--- config.mk ---
export PLATFORM = sky130hd
export DESIGN_NAME = ppu_clock_gen_flat
export DESIGN_NICKNAME = d
export VERILOG_FILES = /design/src/rtl/ppu_clock_pkg.sv /design/src/rtl/ppu_clock_gen_if.sv /design/src/rtl/ppu_clock_divider.sv /design/src/rtl/ppu_clock_gen.sv /design/src/flat_wrapper.sv
export SDC_FILE = /design/constraint.sdc
export NUM_CORES = 1
export LEC_CHECK = 0
export BUFFER_PORTS_ARGS = -buffer_cell sky130_fd_sc_hd__buf_2
export CORE_UTILIZATION = 30
export DETAILED_ROUTE_END_ITERATION = 7
export HOLD_SLACK_MARGIN = 0.06
export PLACE_DENSITY = 0.59
export SLEW_MARGIN = 0
export SYNTH_ARGS = -nofsm -noshare
export SYNTH_HDL_FRONTEND = slang
export SYNTH_SLANG_ARGS = --single-unit
--- constraint.sdc ---
create_clock -name clock -period 3.63 [get_ports clock]
set_clock_uncertainty 0.15 [all_clocks]
set_input_delay 0.726 -clock clock [delete_from_list [all_inputs] [get_ports clock]]
set_output_delay 0.726 -clock clock [all_outputs]
set_load 0.02 [all_outputs]
--- src/rtl/ppu_clock_pkg.sv ---
// Shared constants and encodings for the SNES master clock (xin) generator.
package ppu_clock_pkg;

    localparam int unsigned COUNTER_WIDTH_DEF       = 32;
    localparam int unsigned DIV_BITS_DEF            = 8;
    localparam int unsigned DEFAULT_HALF_PERIOD_DEF = 5;
    localparam int unsigned BURST_BITS_DEF          = 16;

    typedef enum logic [1:0] {
        MODE_STOP  = 2'd0,
        MODE_RUN   = 2'd1,
        MODE_BURST = 2'd2,
        MODE_RSVD  = 2'd3
    } mode_e;

    typedef enum logic {
        PH_LOW  = 1'b0,
        PH_HIGH = 1'b1
    } phase_e;

endpackage

--- src/rtl/ppu_clock_gen_if.sv ---
// Host-control and PPU-facing signal bundle of the xin clock generator.
interface ppu_clock_gen_if
    import ppu_clock_pkg::*;
#(
    parameter int unsigned COUNTER_WIDTH = COUNTER_WIDTH_DEF,
    parameter int unsigned DIV_BITS      = DIV_BITS_DEF,
    parameter int unsigned BURST_BITS    = BURST_BITS_DEF
);
    logic [1:0]               mode_i;
    logic [DIV_BITS-1:0]      half_period_i;
    logic                     half_period_load_i;
    logic [BURST_BITS-1:0]    burst_count_i;
    logic                     burst_start_i;
    logic                     burst_busy_o;
    logic                     burst_done_o;
    logic                     counter_clear_i;
    logic                     xin_stall_i;
    logic                     xin_stall_o;
    logic                     xin;
    logic                     xin_rise_o;
    logic                     xin_fall_o;
    logic [COUNTER_WIDTH-1:0] xin_counter_o;

    modport master (
        output mode_i, half_period_i, half_period_load_i, burst_count_i,
               burst_start_i, counter_clear_i, xin_stall_i,
        input  burst_busy_o, burst_done_o, xin_stall_o, xin, xin_rise_o,
               xin_fall_o, xin_counter_o
    );

    modport slave (
        input  mode_i, half_period_i, half_period_load_i, burst_count_i,
               burst_start_i, counter_clear_i, xin_stall_i,
        output burst_busy_o, burst_done_o, xin_stall_o, xin, xin_rise_o,
               xin_fall_o, xin_counter_o
    );

endinterface

--- src/rtl/ppu_clock_divider.sv ---
// Phase down-counter for xin: reloads from a shadow half-period at every edge,
// so a new half-period never truncates the phase in progress.
module ppu_clock_divider
    import ppu_clock_pkg::*;
#(
    parameter int unsigned DIV_BITS            = DIV_BITS_DEF,
    parameter int unsigned DEFAULT_HALF_PERIOD = DEFAULT_HALF_PERIOD_DEF
) (
    input  logic                clock,
    input  logic                reset,
    input  logic [DIV_BITS-1:0] half_period_i,
    input  logic                half_period_load_i,
    input  logic                reload_i,
    output logic                zero_o
);

    logic [DIV_BITS-1:0] shadow_q, shadow_d;
    logic [DIV_BITS-1:0] count_q,  count_d;

    // A half-period of 0 would mean no phase at all; it is held as 1.
    always_comb begin
        shadow_d = shadow_q;
        count_d  = count_q;
        if (half_period_load_i) begin
            shadow_d = (half_period_i == '0) ? DIV_BITS'(1) : half_period_i;
        end
        if (reload_i) begin
            count_d = shadow_q - DIV_BITS'(1);
        end else if (count_q != '0) begin
            count_d = count_q - DIV_BITS'(1);
        end
    end

    always_ff @(posedge clock) begin
        if (!reset) begin
            shadow_q <= DIV_BITS'(DEFAULT_HALF_PERIOD);
            count_q  <= '0;
        end else begin
            shadow_q <= shadow_d;
            count_q  <= count_d;
        end
    end

    assign zero_o = (count_q == '0);

endmodule

--- src/rtl/ppu_clock_gen.sv ---
// SNES master clock (xin) generator: programmable half-period, stop/run/burst
// modes, rise stall handshake, edge strobes and a falling-edge counter.
module ppu_clock_gen
    import ppu_clock_pkg::*;
#(
    parameter int unsigned COUNTER_WIDTH       = COUNTER_WIDTH_DEF,
    parameter int unsigned DIV_BITS            = DIV_BITS_DEF,
    parameter int unsigned DEFAULT_HALF_PERIOD = DEFAULT_HALF_PERIOD_DEF,
    parameter int unsigned BURST_BITS          = BURST_BITS_DEF
) (
    input  logic            clock,
    input  logic            reset,
    ppu_clock_gen_if.slave  bus
);

    phase_e                   phase_q,  phase_d;
    logic                     rise_q,   rise_d;
    logic                     fall_q,   fall_d;
    logic                     busy_q,   busy_d;
    logic                     done_q,   done_d;
    logic                     bphase_q, bphase_d;
    logic [COUNTER_WIDTH-1:0] cnt_q,    cnt_d;
    logic [BURST_BITS-1:0]    rem_q,    rem_d;

    logic div_zero;
    logic reload_c;
    logic go_c;
    logic start_c;

    ppu_clock_divider #(
        .DIV_BITS            (DIV_BITS),
        .DEFAULT_HALF_PERIOD (DEFAULT_HALF_PERIOD)
    ) u_divider (
        .clock              (clock),
        .reset              (reset),
        .half_period_i      (bus.half_period_i),
        .half_period_load_i (bus.half_period_load_i),
        .reload_i           (reload_c),
        .zero_o             (div_zero)
    );

    assign go_c    = (bus.mode_i == MODE_RUN) ||
                     ((bus.mode_i == MODE_BURST) && (rem_q != '0));
    assign start_c = bus.burst_start_i && (bus.mode_i == MODE_BURST) && !busy_q;

    // bphase marks a high phase opened by a burst; only its fall consumes the burst.
    always_comb begin
        phase_d  = phase_q;
        rise_d   = 1'b0;
        fall_d   = 1'b0;
        done_d   = 1'b0;
        busy_d   = busy_q;
        rem_d    = rem_q;
        cnt_d    = cnt_q;
        bphase_d = bphase_q;
        reload_c = 1'b0;

        case (phase_q)
            PH_LOW: begin
                if (div_zero && go_c && !bus.xin_stall_i) begin
                    phase_d  = PH_HIGH;
                    rise_d   = 1'b1;
                    reload_c = 1'b1;
                    bphase_d = (bus.mode_i == MODE_BURST);
                end
            end
            PH_HIGH: begin
                if (div_zero) begin
                    phase_d  = PH_LOW;
                    fall_d   = 1'b1;
                    reload_c = 1'b1;
                    bphase_d = 1'b0;
                    cnt_d    = cnt_q + COUNTER_WIDTH'(1);
                    if (bphase_q && (rem_q != '0)) begin
                        rem_d = rem_q - BURST_BITS'(1);
                        if (rem_q == BURST_BITS'(1)) begin
                            busy_d = 1'b0;
                            done_d = 1'b1;
                        end
                    end
                end
            end
            default: ;
        endcase

        if (start_c) begin
            rem_d  = bus.burst_count_i;
            busy_d = (bus.burst_count_i != '0);
            done_d = (bus.burst_count_i == '0);
        end

        if (bus.counter_clear_i) begin
            cnt_d = '0;
        end
    end

    always_ff @(posedge clock) begin
        if (!reset) begin
            phase_q  <= PH_LOW;
            rise_q   <= 1'b0;
            fall_q   <= 1'b0;
            busy_q   <= 1'b0;
            done_q   <= 1'b0;
            bphase_q <= 1'b0;
            cnt_q    <= '0;
            rem_q    <= '0;
        end else begin
            phase_q  <= phase_d;
            rise_q   <= rise_d;
            fall_q   <= fall_d;
            busy_q   <= busy_d;
            done_q   <= done_d;
            bphase_q <= bphase_d;
            cnt_q    <= cnt_d;
            rem_q    <= rem_d;
        end
    end

    assign bus.xin           = (phase_q == PH_HIGH);
    assign bus.xin_rise_o    = rise_q;
    assign bus.xin_fall_o    = fall_q;
    assign bus.burst_busy_o  = busy_q;
    assign bus.burst_done_o  = done_q;
    assign bus.xin_counter_o = cnt_q;
    assign bus.xin_stall_o   = bus.xin_stall_i && (phase_q == PH_LOW) && div_zero && go_c;

endmodule

--- src/flat_wrapper.sv ---
// flat-port wrapper written by rule: the top's interface ports become plain ports
module ppu_clock_gen_flat import ppu_clock_pkg::*;
#(
    parameter int unsigned COUNTER_WIDTH       = COUNTER_WIDTH_DEF,
    parameter int unsigned DIV_BITS            = DIV_BITS_DEF,
    parameter int unsigned DEFAULT_HALF_PERIOD = DEFAULT_HALF_PERIOD_DEF,
    parameter int unsigned BURST_BITS          = BURST_BITS_DEF
)
  (clock, reset, bus_mode_i, bus_half_period_i, bus_half_period_load_i, bus_burst_count_i, bus_burst_start_i, bus_counter_clear_i, bus_xin_stall_i, bus_burst_busy_o, bus_burst_done_o, bus_xin_stall_o, bus_xin, bus_xin_rise_o, bus_xin_fall_o, bus_xin_counter_o);
  ppu_clock_gen_if #(.COUNTER_WIDTH(COUNTER_WIDTH), .DIV_BITS(DIV_BITS), .BURST_BITS(BURST_BITS)) bus_i ();
  input  logic clock;
  input  logic reset;
  input wire logic [$bits(bus_i.mode_i)-1:0] bus_mode_i;
  input wire logic [$bits(bus_i.half_period_i)-1:0] bus_half_period_i;
  input wire logic [$bits(bus_i.half_period_load_i)-1:0] bus_half_period_load_i;
  input wire logic [$bits(bus_i.burst_count_i)-1:0] bus_burst_count_i;
  input wire logic [$bits(bus_i.burst_start_i)-1:0] bus_burst_start_i;
  input wire logic [$bits(bus_i.counter_clear_i)-1:0] bus_counter_clear_i;
  input wire logic [$bits(bus_i.xin_stall_i)-1:0] bus_xin_stall_i;
  output wire logic [$bits(bus_i.burst_busy_o)-1:0] bus_burst_busy_o;
  output wire logic [$bits(bus_i.burst_done_o)-1:0] bus_burst_done_o;
  output wire logic [$bits(bus_i.xin_stall_o)-1:0] bus_xin_stall_o;
  output wire logic [$bits(bus_i.xin)-1:0] bus_xin;
  output wire logic [$bits(bus_i.xin_rise_o)-1:0] bus_xin_rise_o;
  output wire logic [$bits(bus_i.xin_fall_o)-1:0] bus_xin_fall_o;
  output wire logic [$bits(bus_i.xin_counter_o)-1:0] bus_xin_counter_o;
  assign bus_i.mode_i = bus_mode_i;
  assign bus_i.half_period_i = bus_half_period_i;
  assign bus_i.half_period_load_i = bus_half_period_load_i;
  assign bus_i.burst_count_i = bus_burst_count_i;
  assign bus_i.burst_start_i = bus_burst_start_i;
  assign bus_i.counter_clear_i = bus_counter_clear_i;
  assign bus_i.xin_stall_i = bus_xin_stall_i;
  assign bus_burst_busy_o = bus_i.burst_busy_o;
  assign bus_burst_done_o = bus_i.burst_done_o;
  assign bus_xin_stall_o = bus_i.xin_stall_o;
  assign bus_xin = bus_i.xin;
  assign bus_xin_rise_o = bus_i.xin_rise_o;
  assign bus_xin_fall_o = bus_i.xin_fall_o;
  assign bus_xin_counter_o = bus_i.xin_counter_o;
  ppu_clock_gen #(.COUNTER_WIDTH(COUNTER_WIDTH), .DIV_BITS(DIV_BITS), .DEFAULT_HALF_PERIOD(DEFAULT_HALF_PERIOD), .BURST_BITS(BURST_BITS)) u_core (.clock(clock), .reset(reset), .bus(bus_i));
endmodule
==> results of run 1 <==
-- worst max path at each step --
stage	from	to	slack, ns	cells past startpoint
finish	u_core.rem_q[8]	u_core.u_divider.count_q[6]	0.37	12
global route	u_core.rem_q[4]	u_core.u_divider.count_q[6]	0.06	12
CTS	u_core.rem_q[8]	u_core.u_divider.count_q[6]	0.07	12
detailed placement	u_core.rem_q[8]	u_core.u_divider.count_q[6]	0.10	12
global placement	u_core.rem_q[8]	u_core.u_divider.count_q[6]	0.22	12
floorplan	u_core.rem_q[8]	u_core.u_divider.count_q[6]	0.35	13
-- metal layers --
layer / vias up / global-route usage [%] / wire length (um)
li1: 1617 / - / -
met1: 1477 / 19.1 / 4020
met2: 50 / 23.9 / 4000
met3: 11 / 3.68 / 299
met4: 0 / 5.81 / 119
met5: - / 0 / 0
-- tightest hold or removal path: stages, from the launching register on --
cell	delay [ns]
dfxtp_1	0.32
nand2_1	0.06
a21oi_1	0.05
-- logic make-up (layout without fill, tap and decap cells) --
group	after synthesis	count (layout)	synth area share, %
and+or+nand+nor	177	177	27.2
AOI/OAI and AO/OA	80	80	14.6
DFF	70	70	40.2
xor gates and xnor gates	43	43	10.8
buffers and inverters	30	101	3.45
muxes	8	8	2.30
adders and majority gates	4	4	1.44
-- metrics by stage --
| step | total power, mW | std cells | area, um2 | util, % |
|---|---|---|---|---|
| 2_1_floorplan | 1.19 | 412 | 3480 | - |
| 3_3_place_gp | 1.30 | 609 | 3960 | 35.8 |
| 3_5_place_dp | 1.29 | 609 | 3960 | 35.8 |
| 4_1_cts | 2.08 | 623 | 4220 | 38.1 |
| 5_1_grt | 2.18 | 623 | 4230 | 38.2 |
| 6_report | 2.06 | 623 | 4230 | 38.2 |
-- sequential cells by signal, summed over array words and instances, names as in the netlist --
signal and count:
u_core.rem_q 16, u_core.bus.burst_done_o 1, u_core.bus.xin_rise_o 1, u_core.bus.burst_busy_o 1, u_core.bus.xin_counter_o 32, u_core.bus.xin 1, u_core.u_divider.shadow_q 8, u_core.u_divider.count_q 8
u_core.bus.xin_fall_o 1, u_core.bphase_q 1
-- timing repair --
action / 4_1_cts / 5_1_grt
endpoints found under the setup margin: 0 / 1
endpoints found under the hold margin: 0 / 0
gates resized for setup: 0 / 3
-- cell type report --
type	instances	area (um2)	share of cell area [%]
multi-input combinational	312	1980	46.7
sequential	70	1400	33.1
timing repair buffer	72	368	8.69
clock buffer	12	246	5.82
tap	140	175	4.14
inverter	15	56.3	1.33
clock inverter	2	10.0	0.236
-- Yosys cell counts (3+ instances only) --
cell type	instances
inv_1	15
nand2b_1	3
dfxtp_1	70
ha_1	4
a21oi_1	29
mux2i_1	8
a211oi_1	3
nor4_2	4
and4_1	3
nand2_1	25
o21ai_0	27
xor2_1	18
nand3_1	9
or3_1	7
clkbuf_1	14
nor3_1	19
nor4_1	14
nor2_1	58
xnor2_1	25
and3_1	3
or4_1	5
nand4_1	10
-- power breakdown --
group	total, mW	internal (mW)	switching [mW]	leakage, nW
Combinational	0.411	0.165	0.246	0.895
Clock	0.772	0.471	0.301	0.128
Sequential	0.877	0.817	0.0601	0.569
Total	2.06	1.45	0.607	1.59
==> results.md, run 1 <==
- Main synth FF type: dfxtp_1
- Synthesis-stage register bit count: 70
- Ant. Diodes: 0
- Most frequent cells in the layout: 70 x dfxtp_1, 69 x buf_2, 58 x nor2_1, 29 x a21oi_1, 27 x o21ai_0
- Mapped Avg Cell Area: 8.45 um2
- Slew @ Worst Pin: approximately 0.92 ns
- Layout Nets: approximately 520
- R2r setup slk: 0.37 ns
- Slowest CP cell: or4_1
- Htree depth: 3
- WS Path Type: flop to flop
- Core area: between 0.01 and 0.015 mm2
- Slowest stage delay, CP: a little under 0.6 ns
- Setup bufs post-CTS: 0
- First-pass GRT wire length: about 14000 um
- Die area: between 0.01 and 0.015 mm2
- Final Critical Period: approximately 3.3 ns
- Worst path required time: ~3.7 ns
- Max cap viols: 0
- Final WS setup: roughly 0.37 ns
- Synth top area share: slightly above 40%
- Hold WC Path Type: flop to flop
- Post-Syn Nets: 448
- Asr flop ratio synth: 0%
- Clock root cell: clkbuf_16
- Seq/Total Area, Yosys: between 40% and 50%
- Initial antenna violation count: 0
- Largest cells by area after synthesis: dfxtp_1 40%, xnor2_1 6.3%, nor2_1 6.3%
- Max FO, Critical Path: 7
- Total number of vias: ~3200
- Gr ovfl total: 0
- First-pass DRT Iterations: 4
- Layout cells sized above 1: 20.5%
- Initial Util: a little under a third
- Delay-heaviest family, CP: simple AND/OR/NAND/NOR gates
- Hold depth: 2
- Synth cell types: 52
- Clock-pin slew on the worst setup and hold paths: 0.05 ns
- CTS tree: yes
- DR iter-0 viols: roughly 150
- Clock buffer depth: 2
- Vert. Die Dim: ~110 um
- Slew Viols, Final: 0
- F_max: 307 MHz
- Pwr dens: about 490 mW/mm2
- Cells after Synth: 412
- Yosys warnings: 0
- IO Count: 70
- Hold path start: u_core.bus.burst_busy_o
- Post-CTS Hold Buffers: 0
- Leakage: 1.59 nW
- Antenna Nets Post-Route: 0
- Cell Area, Synth: roughly 0.0035 mm2
- Buffers on Ports: ~70
- CTS Buf Count: 9
- Largest net degree at the start of global routing: 32
- Final critical-path share of the clock period: roughly 90%
- Routability congestion estimate: approximately 0.93
- Slew headroom: between 30% and 40%
- Status: finished clean
- Routed len/inst: 13.5 um
- Peak supply drop: approximately 0.00017 V
- TNS Setup: 0 ns
- Most common cell after layout, fill and taps aside: dfxtp_1
- Post-synth EDFFs: 0
- Chip Width: 110 um
- Layout overhead on the synthesized area: 21.5%
- Crit path buf inv count: 0
- Fillers: 1146
- R2R Path End: u_core.u_divider.count_q[6]
- Worst-Skew Late Latency: 0.33 ns
- Arrival time worst endpoint: roughly 3.3 ns
- CTS Sinks: 70
- CP startpoint kind: flop
- Drt via density: a little over 5
- Worst r2r path cells: 12
- Drt drc: 0
- Final-report hold violation count: 0
- DP Worst Slack: a little over 0.1 ns
- HPWL Detailed: 6260 um
- Worst-path cell chain: or4_1 > nor4_2 > a2111oi_1 > or2_2 > a21oi_1 > ha_1 > nor4b_2 > nand2_1 > o21ai_0 > nand2_1 > a22oi_1 > a21oi_1
- RSZ-0062 raised after global routing: false
- Final WL: between 8000 and 9000 um
- Hold WS: approximately 0.33 ns
- Rows: 38
- Vias in the first global route: roughly 2900
- Gr usage total: between 10% and 20%
- Setup Viol. Count Final: 0
- Dominant cell type by area after synthesis: dfxtp_1
- Worst R2R Start: u_core.rem_q[8]
- Hold Path End: u_core.bus.burst_busy_o
- CP endpoint kind: flop
Power figures use the tool's default switching activity.
==> run 2, diff against run 1 <==
- CORE_ASPECT_RATIO: not set -> 0.7
==> run 2 against run 1 <==
  * Register-to-register slack got worse by 0.06 ns
  * Sequential share of layout area fell by 0.79 points
  * Via count rose by 1.9%
  * Non-clock buffer count rose by 1
  * Cell area rose by 2.5%
==> results.md, run 2 (synthesis gave the netlist of run 1 again) <==
- Slowest stage delay, CP: 0.63 ns (+0.05 ns)
- Layout cells sized above 1: 21.2% (+0.74 points)
- Slew Viols, Final: 0 (unchanged)
- HPWL Detailed: 6600 um (+5.5%)
- Gr usage total: 15.3% (+0.44 points)
- F_max: 301 MHz (-1.7%)
- Max cap viols: 0 (unchanged)
- Drt drc: 0 (unchanged)
- Slew @ Worst Pin: 0.780 ns (-0.143 ns)
- Vias in the first global route: 2881 (-1.7%)
- Slew headroom: 47.6% (+9.6 points)
- Final critical-path share of the clock period: 91.4% (+1.6 points)
- Total power: 2.29 mW (+11%)
- Final WL: 8830 um (+4.7%)
- Gr ovfl total: 0 (unchanged)
- Fillers: 1140 (-0.52%)
- Chip Width: 131 um (+19%)
- Hold WC Path Type: flop to flop
- Core area: 0.0112 mm2 (+0.84%)
- Slowest CP cell: or4_1
- Max FO, Critical Path: 7 (unchanged)
- Peak supply drop: 0.000289 V (+67%)
- CTS tree: yes
- Initial Util: 31.2% (-0.26 points)
- First-pass GRT wire length: 14300 um (+2.2%)
- Buffers on Ports: 69 (unchanged)
- Final Critical Period: 3.32 ns (+0.0564 ns)
- Die area: 0.0121 mm2 (about the same)
- Htree depth: 3 (unchanged)
- Worst-Skew Late Latency: 0.33 ns (about the same)
- Status: finished clean
- Leakage: 1.63 nW (+2.4%)
- Routability congestion estimate: 0.848 (-8.3%)
- Clock buffer depth: 2 (unchanged)
- CP startpoint kind: flop
- Vert. Die Dim: 92.2 um (-16%)
- R2r setup slk: 0.31 ns (-0.06 ns)
- Most common cell after layout, fill and taps aside: dfxtp_1
- Total number of vias: 3215 (+1.9%)
- RSZ-0062 raised after global routing: false
- Layout overhead on the synthesized area: 24.5%
- Delay-heaviest family, CP: simple AND/OR/NAND/NOR gates
- WS Path Type: flop to flop
- Final-report hold violation count: 0 (unchanged)
- Final Util: 38.8% (+0.61 points)
- DR iter-0 viols: 172 (+19%)
- Routed len/inst: 13.8 um (+2.2%)
- First-pass DRT Iterations: 4 (unchanged)
- Largest net degree at the start of global routing: 33 (+3.1%)
- Arrival time worst endpoint: 3.38 ns (+0.06 ns)
- CTS Sinks: 70 (unchanged)
- CTS Buf Count: 9 (unchanged)
- Most frequent cells in the layout: 70 x dfxtp_1, 69 x buf_2, 58 x nor2_1, 29 x a21oi_1, 27 x o21ai_0
- Worst path required time: 3.69 ns (about the same)
- Layout Nets: 517 (+0.19%)
- Clock-pin slew on the worst setup and hold paths: 0.06 ns (about the same)
- Initial antenna violation count: 0 (unchanged)
- Crit path buf inv count: 0 (unchanged)
- Max FFs per register: 32 (unchanged)
- Antenna Nets Post-Route: 0 (unchanged)
- Worst-path cell chain: or4_1 > nor4_2 > a2111oi_1 > or2_2 > a21oi_1 > ha_1 > nor4b_2 > nand2_1 > o21ai_0 > nand2_1 > a22oi_1 > a21oi_1
- IO Count: 70 (unchanged)
- Drt via density: 5.04 (-0.49%)
- Rows: 32 (-16%)
- Ant. Diodes: 0 (unchanged)
- Clock root cell: clkbuf_16
- Pwr dens: 527 mW/mm2 (+8.4%)
- Setup Viol. Count Final: 0 (unchanged)
- TNS Setup: 0 ns (unchanged)
- Post-CTS Hold Buffers: 0 (unchanged)
- CP endpoint kind: flop
run 2: cell count changes in the layout (fill, tap and decap cells not counted), sizes merged:
cell,previous run,this run
bufinv,0,3
clkbuf,12,9
buf,72,73
clkinvlp,0,1
run 2: metrics by stage:
stage | hold slack, ns | worst slack (ns) | cell area [um2] | cells
after detailed placement | 0.325 | 0.0538 | 3990 | 623
after CTS | 0.332 | 0.0343 | 4320 | 638
final | 0.333 | 0.311 | 4340 | 638
after global placement | 0.325 | 0.207 | 3990 | 623
after floorplan | 0.297 | 0.345 | 3480 | 412
after global routing | 0.371 | 0.0239 | 4340 | 638
run 2: area by class of cell:
| class | instances | area [um2] | share of cell area, % |
|---|---|---|---|
| clock buffer | 9 | 225 | 5.19 |
| clock inverter | 6 | 111 | 2.57 |
| inverter | 15 | 56.3 | 1.30 |
| multi-input combinational | 312 | 1980 | 45.6 |
| sequential | 70 | 1400 | 32.3 |
| tap | 153 | 191 | 4.41 |
| timing repair buffer | 73 | 375 | 8.66 |
run 2: tightest hold or removal path: cells and delay by family, from the launching register on:
kind / cells / cell delay, ns
simple gates: 1 / 0.06
flops: 1 / 0.32
compound gates: 1 / 0.05
run 2: power by group:
group	switching, mW	internal (mW)	total (mW)	leakage (nW)
Sequential	0.0641	0.816	0.880	0.569
Clock	0.329	0.667	0.996	0.161
Combinational	0.244	0.167	0.411	0.899
run 2: routing by layer:
layer	global-route usage, %	wire [um]	vias to the layer above
li1	-	-	1614
met1	22.2	4560	1517
met2	21.6	3750	74
met3	4.32	443	10
met4	4.79	81	0
met5	0	0	-
run 2: repair_timing:
action,CTS,global route
gates resized for setup,0,3
buffers inserted,0,0
endpoints found under the setup margin,0,1
run 2: path summary, 6_finish.rpt:
path | from | end | cells after the start
setup / recovery | u_core.rem_q[8] | u_core.u_divider.count_q[6] | 12
hold / removal | u_core.bus.burst_busy_o | u_core.bus.burst_busy_o | 2
setup reg to reg | u_core.rem_q[8] | u_core.u_divider.count_q[6] | 12
hold reg to reg | u_core.bus.burst_busy_o | u_core.bus.burst_busy_o | 2
